**src/rtl/seg7_pkg.sv**
```systemverilog
// Shared types and constants for the 7-segment brightness scheduler.
package seg7_pkg;

  localparam int unsigned PWM_W       = 8;
  localparam int unsigned PWM_PERIOD  = 256;
  localparam int unsigned DIGIT_IDX_W = 3;

  typedef enum logic [1:0] {
    StIdle,
    StBlank,
    StDrive
  } state_e;

endpackage

```
**src/rtl/pwm_slot_counter.sv**
```systemverilog
// Free-running 8-bit PWM counter with synchronous clear, registered duty compare
// and a period-wrap indication for the dwell counter.
module pwm_slot_counter
  import seg7_pkg::*;
(
  input  logic             i_clk,
  input  logic             i_reset_n,
  input  logic             i_clear,
  input  logic             i_gate_en,
  input  logic [PWM_W-1:0] i_duty,
  output logic [PWM_W-1:0] o_cnt,
  output logic             o_wrap,
  output logic             o_gate
);

  logic [PWM_W-1:0] r_cnt;
  logic [PWM_W-1:0] w_cnt_d;
  logic             r_gate;

  assign w_cnt_d = i_clear ? '0 : r_cnt + PWM_W'(1);

  // Gate is compared against the count of the cycle it will be visible in.
  always_ff @(posedge i_clk or negedge i_reset_n) begin
    if (!i_reset_n) begin
      r_cnt  <= '0;
      r_gate <= 1'b0;
    end else begin
      r_cnt  <= w_cnt_d;
      r_gate <= i_gate_en && (i_duty > w_cnt_d);
    end
  end

  assign o_cnt  = r_cnt;
  assign o_wrap = (r_cnt == '1);
  assign o_gate = r_gate;

endmodule

```
**src/rtl/seg7_brightness_scheduler.sv**
```systemverilog
// Scans NUM_DIGITS digits through one shared PWM with per-digit brightness,
// blanking between digits and double-buffered duty updates at frame boundaries.
module seg7_brightness_scheduler
  import seg7_pkg::*;
#(
  parameter int unsigned NUM_DIGITS    = 4,
  parameter int unsigned DWELL_PERIODS = 16,
  parameter int unsigned BLANK_CYCLES  = 8
) (
  input  logic                   i_clk,
  input  logic                   i_reset_n,
  input  logic                   i_enable,
  input  logic                   i_cfg_valid,
  output logic                   o_cfg_ready,
  input  logic [DIGIT_IDX_W-1:0] i_cfg_digit,
  input  logic [PWM_W-1:0]       i_cfg_duty,
  output logic                   o_cfg_err,
  output logic [NUM_DIGITS-1:0]  o_digit_en,
  output logic                   o_seg_gate,
  output logic [DIGIT_IDX_W-1:0] o_cur_digit,
  output logic                   o_frame_done
);

  localparam int unsigned BLANK_W = $clog2(BLANK_CYCLES + 1);
  localparam int unsigned DWELL_W = $clog2(DWELL_PERIODS + 1);

  state_e                 r_state, w_state_d;
  logic [DIGIT_IDX_W-1:0] r_cur, w_cur_d;
  logic [BLANK_W-1:0]     r_blank;
  logic [DWELL_W-1:0]     r_dwell;
  logic [NUM_DIGITS-1:0]  r_digit_en, w_onehot;
  logic                   r_frame_done, r_cfg_ready, r_cfg_err;

  logic [PWM_W-1:0] r_shadow   [NUM_DIGITS];
  logic [PWM_W-1:0] r_active   [NUM_DIGITS];
  logic [PWM_W-1:0] w_shadow_d [NUM_DIGITS];
  logic [PWM_W-1:0] w_cur_duty;

  logic [PWM_W-1:0] w_cnt;
  logic             w_wrap, w_gate;
  logic             w_accept, w_in_range, w_last_digit, w_last_dwell;
  logic             w_blank_end, w_slot_end, w_fd_next, w_stay_drive;

  assign w_accept     = i_cfg_valid && r_cfg_ready;
  assign w_in_range   = 32'(i_cfg_digit) < NUM_DIGITS;
  assign w_last_digit = (r_cur == DIGIT_IDX_W'(NUM_DIGITS - 1));
  assign w_last_dwell = (r_dwell == DWELL_W'(DWELL_PERIODS - 1));
  assign w_blank_end  = (r_blank == BLANK_W'(BLANK_CYCLES - 1));
  assign w_slot_end   = (r_state == StDrive) && w_wrap && w_last_dwell;
  assign w_stay_drive = (r_state == StDrive) && (w_state_d == StDrive);
  // Next cycle is the final DRIVE cycle of the last digit.
  assign w_fd_next    = w_stay_drive && w_last_digit && w_last_dwell &&
                        (w_cnt == PWM_W'(PWM_PERIOD - 2));

  always_comb begin
    w_state_d = r_state;
    w_cur_d   = r_cur;
    if (!i_enable) begin
      w_state_d = StIdle;
      w_cur_d   = '0;
    end else begin
      unique case (r_state)
        StIdle:  w_state_d = StBlank;
        StBlank: if (w_blank_end) w_state_d = StDrive;
        StDrive: begin
          if (w_slot_end) begin
            w_state_d = StBlank;
            w_cur_d   = w_last_digit ? '0 : r_cur + DIGIT_IDX_W'(1);
          end
        end
        default: w_state_d = StIdle;
      endcase
    end
  end

  always_comb begin
    w_cur_duty = '0;
    for (int unsigned i = 0; i < NUM_DIGITS; i++) begin
      w_shadow_d[i] = r_shadow[i];
      if (w_accept && (32'(i_cfg_digit) == i)) w_shadow_d[i] = i_cfg_duty;
      w_onehot[i] = (32'(r_cur) == i);
      if (32'(r_cur) == i) w_cur_duty = r_active[i];
    end
  end

  always_ff @(posedge i_clk or negedge i_reset_n) begin
    if (!i_reset_n) begin
      r_state      <= StIdle;
      r_cur        <= '0;
      r_blank      <= '0;
      r_dwell      <= '0;
      r_digit_en   <= '0;
      r_frame_done <= 1'b0;
      r_cfg_ready  <= 1'b1;
      r_cfg_err    <= 1'b0;
    end else begin
      r_state      <= w_state_d;
      r_cur        <= w_cur_d;
      r_blank      <= ((r_state == StBlank) && (w_state_d == StBlank)) ?
                      r_blank + BLANK_W'(1) : '0;
      r_dwell      <= w_stay_drive ? (w_wrap ? r_dwell + DWELL_W'(1) : r_dwell) : '0;
      r_digit_en   <= (w_state_d == StDrive) ? w_onehot : '0;
      r_frame_done <= w_fd_next;
      r_cfg_ready  <= !w_fd_next;
      r_cfg_err    <= w_accept && !w_in_range;
    end
  end

  // IDLE copies the write-through value so a write in IDLE is never lost.
  always_ff @(posedge i_clk or negedge i_reset_n) begin
    if (!i_reset_n) begin
      for (int unsigned i = 0; i < NUM_DIGITS; i++) begin
        r_shadow[i] <= '0;
        r_active[i] <= '0;
      end
    end else begin
      for (int unsigned i = 0; i < NUM_DIGITS; i++) begin
        r_shadow[i] <= w_shadow_d[i];
        if (r_state == StIdle) r_active[i] <= w_shadow_d[i];
        else if (r_frame_done) r_active[i] <= r_shadow[i];
      end
    end
  end

  pwm_slot_counter u_pwm (
    .i_clk     (i_clk),
    .i_reset_n (i_reset_n),
    .i_clear   (!w_stay_drive),
    .i_gate_en (w_state_d == StDrive),
    .i_duty    (w_cur_duty),
    .o_cnt     (w_cnt),
    .o_wrap    (w_wrap),
    .o_gate    (w_gate)
  );

  assign o_cfg_ready  = r_cfg_ready;
  assign o_cfg_err    = r_cfg_err;
  assign o_digit_en   = r_digit_en;
  assign o_seg_gate   = w_gate;
  assign o_cur_digit  = r_cur;
  assign o_frame_done = r_frame_done;

endmodule

```
**config.mk**
```make
export PLATFORM = sky130hd
export DESIGN_NAME = seg7_brightness_scheduler
export DESIGN_NICKNAME = d
export VERILOG_FILES = /design/src/rtl/seg7_pkg.sv /design/src/rtl/pwm_slot_counter.sv /design/src/rtl/seg7_brightness_scheduler.sv
export SDC_FILE = /design/constraint.sdc
export NUM_CORES = 1
export LEC_CHECK = 0
export BUFFER_PORTS_ARGS = -buffer_cell sky130_fd_sc_hd__buf_4
export CORE_MARGIN = 10
export CORE_UTILIZATION = 55
export DETAILED_ROUTE_END_ITERATION = 10
export PLACE_DENSITY = 0.73
export SLEW_MARGIN = 20
export SYNTH_ARGS = -nofsm -noshare
export SYNTH_HDL_FRONTEND = slang
export SYNTH_SLANG_ARGS = --single-unit
```
**constraint.sdc**
```tcl
create_clock -name i_clk -period 5.8 [get_ports i_clk]
set_input_delay 0.87 -clock i_clk [delete_from_list [all_inputs] [get_ports i_clk]]
set_output_delay 0.87 -clock i_clk [all_outputs]
set_load 0.05 [all_outputs]
```
== Word-level counts from Yosys, hierarchy flattened ==
Cells that the tools add are included.
Operators by class
  add/sub/neg operators: 4
  multiply operators: 0
  div/mod/pow operators: 0
  order comparisons: 2
  equal/unequal tests: 17
  shifts and indexed selects: 0
  mux-type cells: 29
  bitwise logic cells: 0
  reductions and logical operators: 21
Operators by type and width (number)
  8-bit 2-to-1 mux: 17
  8-bit == test (second input constant): 2
  1-bit logical AND: 14
  3-bit by 2-bit == test with 1-bit output (second input constant): 4
  3-bit 2-to-1 mux: 4
  5-bit 2-to-1 mux: 2
  8-bit by 1-bit adder with 8-bit output (second input constant): 1
  8-bit greater-than comparator: 1
  4-bit 2-to-1 mux: 2
  3-bit by 1-bit == test with 1-bit output (second input constant): 2
  3-bit logical NOT: 2
  2-bit 2-to-1 mux: 3
  2-bit by 1-bit != test with 1-bit output (second input constant): 3
  2-bit one-hot mux with 3 select lines: 1
  5-bit by 1-bit adder with 5-bit output (second input constant): 1
  5-bit by 4-bit == test with 1-bit output (second input constant): 1
  4-bit by 1-bit adder with 4-bit output (second input constant): 1
  2-bit by 1-bit == test with 1-bit output (second input constant): 2
  2-bit == test (second input constant): 2
  4-bit by 3-bit == test with 1-bit output (second input constant): 1
  3-bit by 1-bit adder with 3-bit output (second input constant): 1
  3-bit < comparator (second input constant): 1
  1-bit logical NOT: 2
  2-bit logical NOT: 1
  other kinds (2): 2
Word-level totals
  register bits: 94
  bits in latches: 0
  memory bits (writable): 0
  ROM bits: 0
  input bits: 15
  output and inout bits: 11
  word-level logic and storage cells: 91
  memories: 0

== Logic depth before layout (Yosys ltp) ==
  depth after elaboration: 12
  depth in mapped cells: 13
  gate-level depth less buffers: 12

== Hierarchy ==
A second synthesis with hierarchy kept.
Second synthesis, totals
  cell total of the unflattened synthesis: 507
  area total of the unflattened synthesis: 4819.6 µm²
By module, submodules not included
  seg7_brightness_scheduler: instances 1, cells an instance 441, area an instance 4196.5 µm², seq. area each 2128.3 µm²
  pwm_slot_counter: instances 1, cells an instance 66, area an instance 623.1 µm², seq. area each 225.2 µm²

== Worst setup path after synthesis ==
OpenSTA, ideal clock, no wires.
  path kind: register -> register
  start point: reg r_cur[1], in the netlist o_cur_digit[1]
  end point: reg u_pwm.r_gate, in the netlist u_pwm.o_gate
  setup time: 0.094 ns
  data arrival time: 2.588 ns
  data required time: 5.706 ns
  setup slack: 3.118 ns
  cell stages (with the launch flop): 13
  buffers on the path: 2
  period minus slack after synthesis: 2.682 ns
  path through: dfrtp_1 > inv_1 > ha_1 > clkbuf_1 > nor2b_1 > clkbuf_1 > a22oi_1 > o21ai_0 > a22o_1 > ha_1 > and4_1 > and2_1 > a211oi_1
On the way
  word-level cells in the longest chain between the ends: 7
  elaborated cells on any way between the ends: 10
  classes of those cells: order compare: 1; eq/ne: 3; mux: 4; reduce/logical: 2
RTL lines
  from (decl): line seg7_brightness_scheduler.sv:28  | logic [DIGIT_IDX_W-1:0] r_cur, w_cur_d;
  from (signal assigned): line seg7_brightness_scheduler.sv:98  | r_cur <= w_cur_d;
  3-bit logical NOT: line seg7_brightness_scheduler.sv:82  | if (32'(r_cur) == i) w_cur_duty = r_active[i];
  8-bit 2-to-1 mux (3 in series): line seg7_brightness_scheduler.sv:82
  8-bit 2-to-1 mux *: line seg7_brightness_scheduler.sv:82
  8-bit greater-than comparator *: line pwm_slot_counter.sv:29  | r_gate <= i_gate_en && (i_duty > w_cnt_d);
  1-bit logical AND *: line pwm_slot_counter.sv:29
  to (signal assigned): line pwm_slot_counter.sv:29
  to (decl): line pwm_slot_counter.sv:18  | logic r_gate;
Every way passes the cells marked *; elsewhere a longest branch is shown, timed or not.
A chain may end at the register's enable or synchronous reset.

== Worst setup path after layout ==
Same ends and word-level chain as after synthesis.

==> results.md <==
* Rel. slew slack at about 37%
* Vias/cell at between 6 and 7
* Final #Nets at between 400 and 500
* H-tree depth at 3
* Layout Skew at 0.0130 ns
* Final WL at between 9 and 10 mm
* Drt first-iter violations at 175
* Fmax at ~0.36 GHz
* Crit path cell chain: inv_1 -> ha_1 -> nor2b_1 -> a22oi_1 -> o21ai_0 -> a22o_1 -> ha_1 -> a21oi_1 -> nor2_1 -> a211oi_1 -> a211oi_1
* Max-capacitance violation count at 0
* Initial core utilization at between 50% and 60%
* Critical-path top delay cell: nor2b_1
* Seq cells post-synth at between 90 and 100
* Period utilization at between 40% and 50%
* Setup TNS at 0 ns
* Worst Path Required at about 6 ns
* Sinks on Clock Net at between 90 and 100
* Area delta synth->final at 9.86%
* Buf/Inv on CP at 1
* Final Wtd Congestion at 0.798
* Fin crit period at roughly 2.8 ns
* Synth warnings at 0
* Status: finished, final reports clean
* Count of flip-flops with a built-in enable after synthesis at 0
* Critical path class: reg2reg
* Post-CTS Setup Inserts at 0
* Async SR Flop Fraction at 100%
* Slew Viols, Final at 0
* Detail Route Antenna Nets at 0
* Initial antenna violation count at 0
* Site row count at 33
* WHS at between 0.4 and 0.5 ns
* Bufs on Longest Clock Path at 2
* Largest net degree at the start of global routing at 51
* Seq/Total Area, Yosys at between 50 and 60%
* Vias in the first global route at around 3.3k
* CTS buffer count at 9
* Worst vdd ir at about 0.18 mV
* Residual DRC at 0
* Final hold violation count at 0
* Distinct cell type count after synthesis at 46
* Post-Syn Instances at 381
* Leak at between 2 and 2.5 nW
* Routed via count at approximately 3.1k
* Clock latency on the worst-skew pair at 0.37 ns
* Num ports at 26
* Layout cell share with drive strength beyond 1 at about a quarter
* Setup violations, final at 0
* Overflow after GRT at 0
* Detailed Routing Iterations Pass 1 at 4
* Syn_nets at a little over 400
* Setup repair after global routing missed its margin: no
* Syn_area_per_cell at 11.9 um2
* Reg2reg setup slack at ~3.0 ns
* # hold bufs at CTS at 0
* Inserted Diodes at 0
* IO buf count at 25
* Die area at ~0.012 mm2
* Measured slew at the worst slew-check pin at ~0.94 ns
* Commonest non-fill, non-tap cell in the layout: dfrtp_1
* CTS tree: yes
* Clock slew at reported path FFs at 0.09 ns
* Core Region at around 0.0081 mm2
* Die Span X at between 100 and 150 um
* Post-synth top flop: dfrtp_1
* Cell family with most CP delay: compound AO/OA/AOI/OAI gates
* First-pass GRT wire length at between 15 and 20 mm
* PD cells at between 200 and 300 mW/mm2
* Crit path launch type: flop
* CP endpoint kind: flop
* Most frequent cells in the layout: dfrtp_1, mux2_2, or3_1, buf_4, nor2_1
* Worst hold path type: reg2reg
* Final HPWL DP at roughly 6.9 mm
* DIE HEIGHT at about 110 um
* CP arrival at about 3 ns
* Crit-path max cell delay at 0.52 ns
* Clock Tree Root: clkbuf_8
* Gr usage total at 16.6%
* Post-CTS resize count at 0
* Post-Syn Area at 0.00452 mm2
* WL/cell at around 19 um
* Crit-path max FO at 10
==> sequential cells by signal, summed over array words and instances (netlist names) <==
| signal | count |
|---|---|
| r_active | 32 |
| r_shadow | 32 |
| u_pwm.o_cnt | 8 |
| r_dwell | 5 |
| o_digit_en | 4 |
| r_blank | 4 |
| o_cur_digit | 3 |
| r_state | 2 |
| o_cfg_err | 1 |
| o_cfg_ready | 1 |
| o_frame_done | 1 |
| u_pwm.o_gate | 1 |
==> stage by stage <==
step	cell area, um2	setup slack (ns)	total power [mW]	cells	utilization [%]
floorplan	4520	3.12	0.945	381	-
CTS	4960	3.07	1.44	511	61.3
global route	4960	2.73	1.50	511	61.3
detailed placement	4770	3.04	1.02	495	59.0
finish	4960	3.05	1.43	511	61.3
global placement	4770	3.08	1.01	495	59.0
==> cells by family after synthesis <==
kind of cell	count (synthesis)	synth area share [%]
compound gates	74	14.7
xor+xnor	10	1.94
fa+ha+maj	17	4.71
buf+inv	32	3.07
flops	94	52.1
mux	35	8.67
simple gates	119	14.9
==> final timing paths <==
path | from | to | depth (start not counted)
max in group asynchronous | i_reset_n | r_shadow[2] | 2
min reg2reg | r_blank[0] | r_blank[0] | 1
min | r_blank[0] | r_blank[0] | 1
max reg2reg | o_cur_digit[1] | u_pwm.o_gate | 11
min in group asynchronous | i_reset_n | o_cfg_err | 1
max | o_cur_digit[1] | u_pwm.o_gate | 11
==> worst reg2reg max path, stage by stage, from the launching register on <==
cell	delay (ns)
dfrtp_1	0.41
inv_1	0.08
ha_1	0.32
nor2b_1	0.53
a22oi_1	0.14
o21ai_0	0.21
a22o_1	0.17
ha_1	0.24
a21oi_1	0.13
nor2_1	0.06
a211oi_1	0.21
a211oi_1	0.11
==> layer usage <==
metal	global-route usage [%]	wire length, um	up-vias
met5	0	0	-
met4	5.64	174	0
met3	3.35	548	16
met2	25.8	4620	86
met1	22.5	4560	1568
li1	-	-	1449
==> synthesized netlist by cell type, drive strengths merged, types with 3 or more instances <==
| library cell | n | share of area [%] |
|---|---|---|
| dfrtp | 93 | 51 |
| mux2 | 33 | 8.2 |
| or3 | 33 | 4.6 |
| o221a | 32 | 8.0 |
| nor2 | 21 | 1.8 |
| ha | 17 | 4.7 |
| nand2 | 17 | 1.4 |
| clkbuf | 13 | 1.1 |
| inv | 12 | 1.0 |
| o21ai | 12 | 1.3 |
| a22oi | 9 | 1.5 |
| nand3 | 9 | 1.0 |
| a21oi | 7 | 1.4 |
| a22o | 7 | 1.4 |
| buf | 7 | 1.0 |
| xor2 | 7 | 1.4 |
| nand2b | 6 | 1.0 |
| nor2b | 6 | 0.83 |
| or2 | 6 | 0.83 |
| nor3b | 5 | 0.94 |
| and2 | 3 | 0.42 |
| and4 | 3 | 0.58 |
| nand4 | 3 | 0.42 |
| or4 | 3 | 0.50 |
| xnor2 | 3 | 0.58 |
==> power breakdown <==
part           switching, mW  internal [mW]
Clock                  0.235          0.183
Sequential            0.0565          0.746
Combinational         0.0879          0.121
==> area by class of cell <==
type,instances,area [um2]
multi-input combinational,255,2030
inverter,12,45.0
tap,105,131
timing repair buffer,29,218
fill,679,3130
clock buffer,11,151
clock inverter,5,38.8
sequential,94,2350
Power figures use the tool's default switching activity.
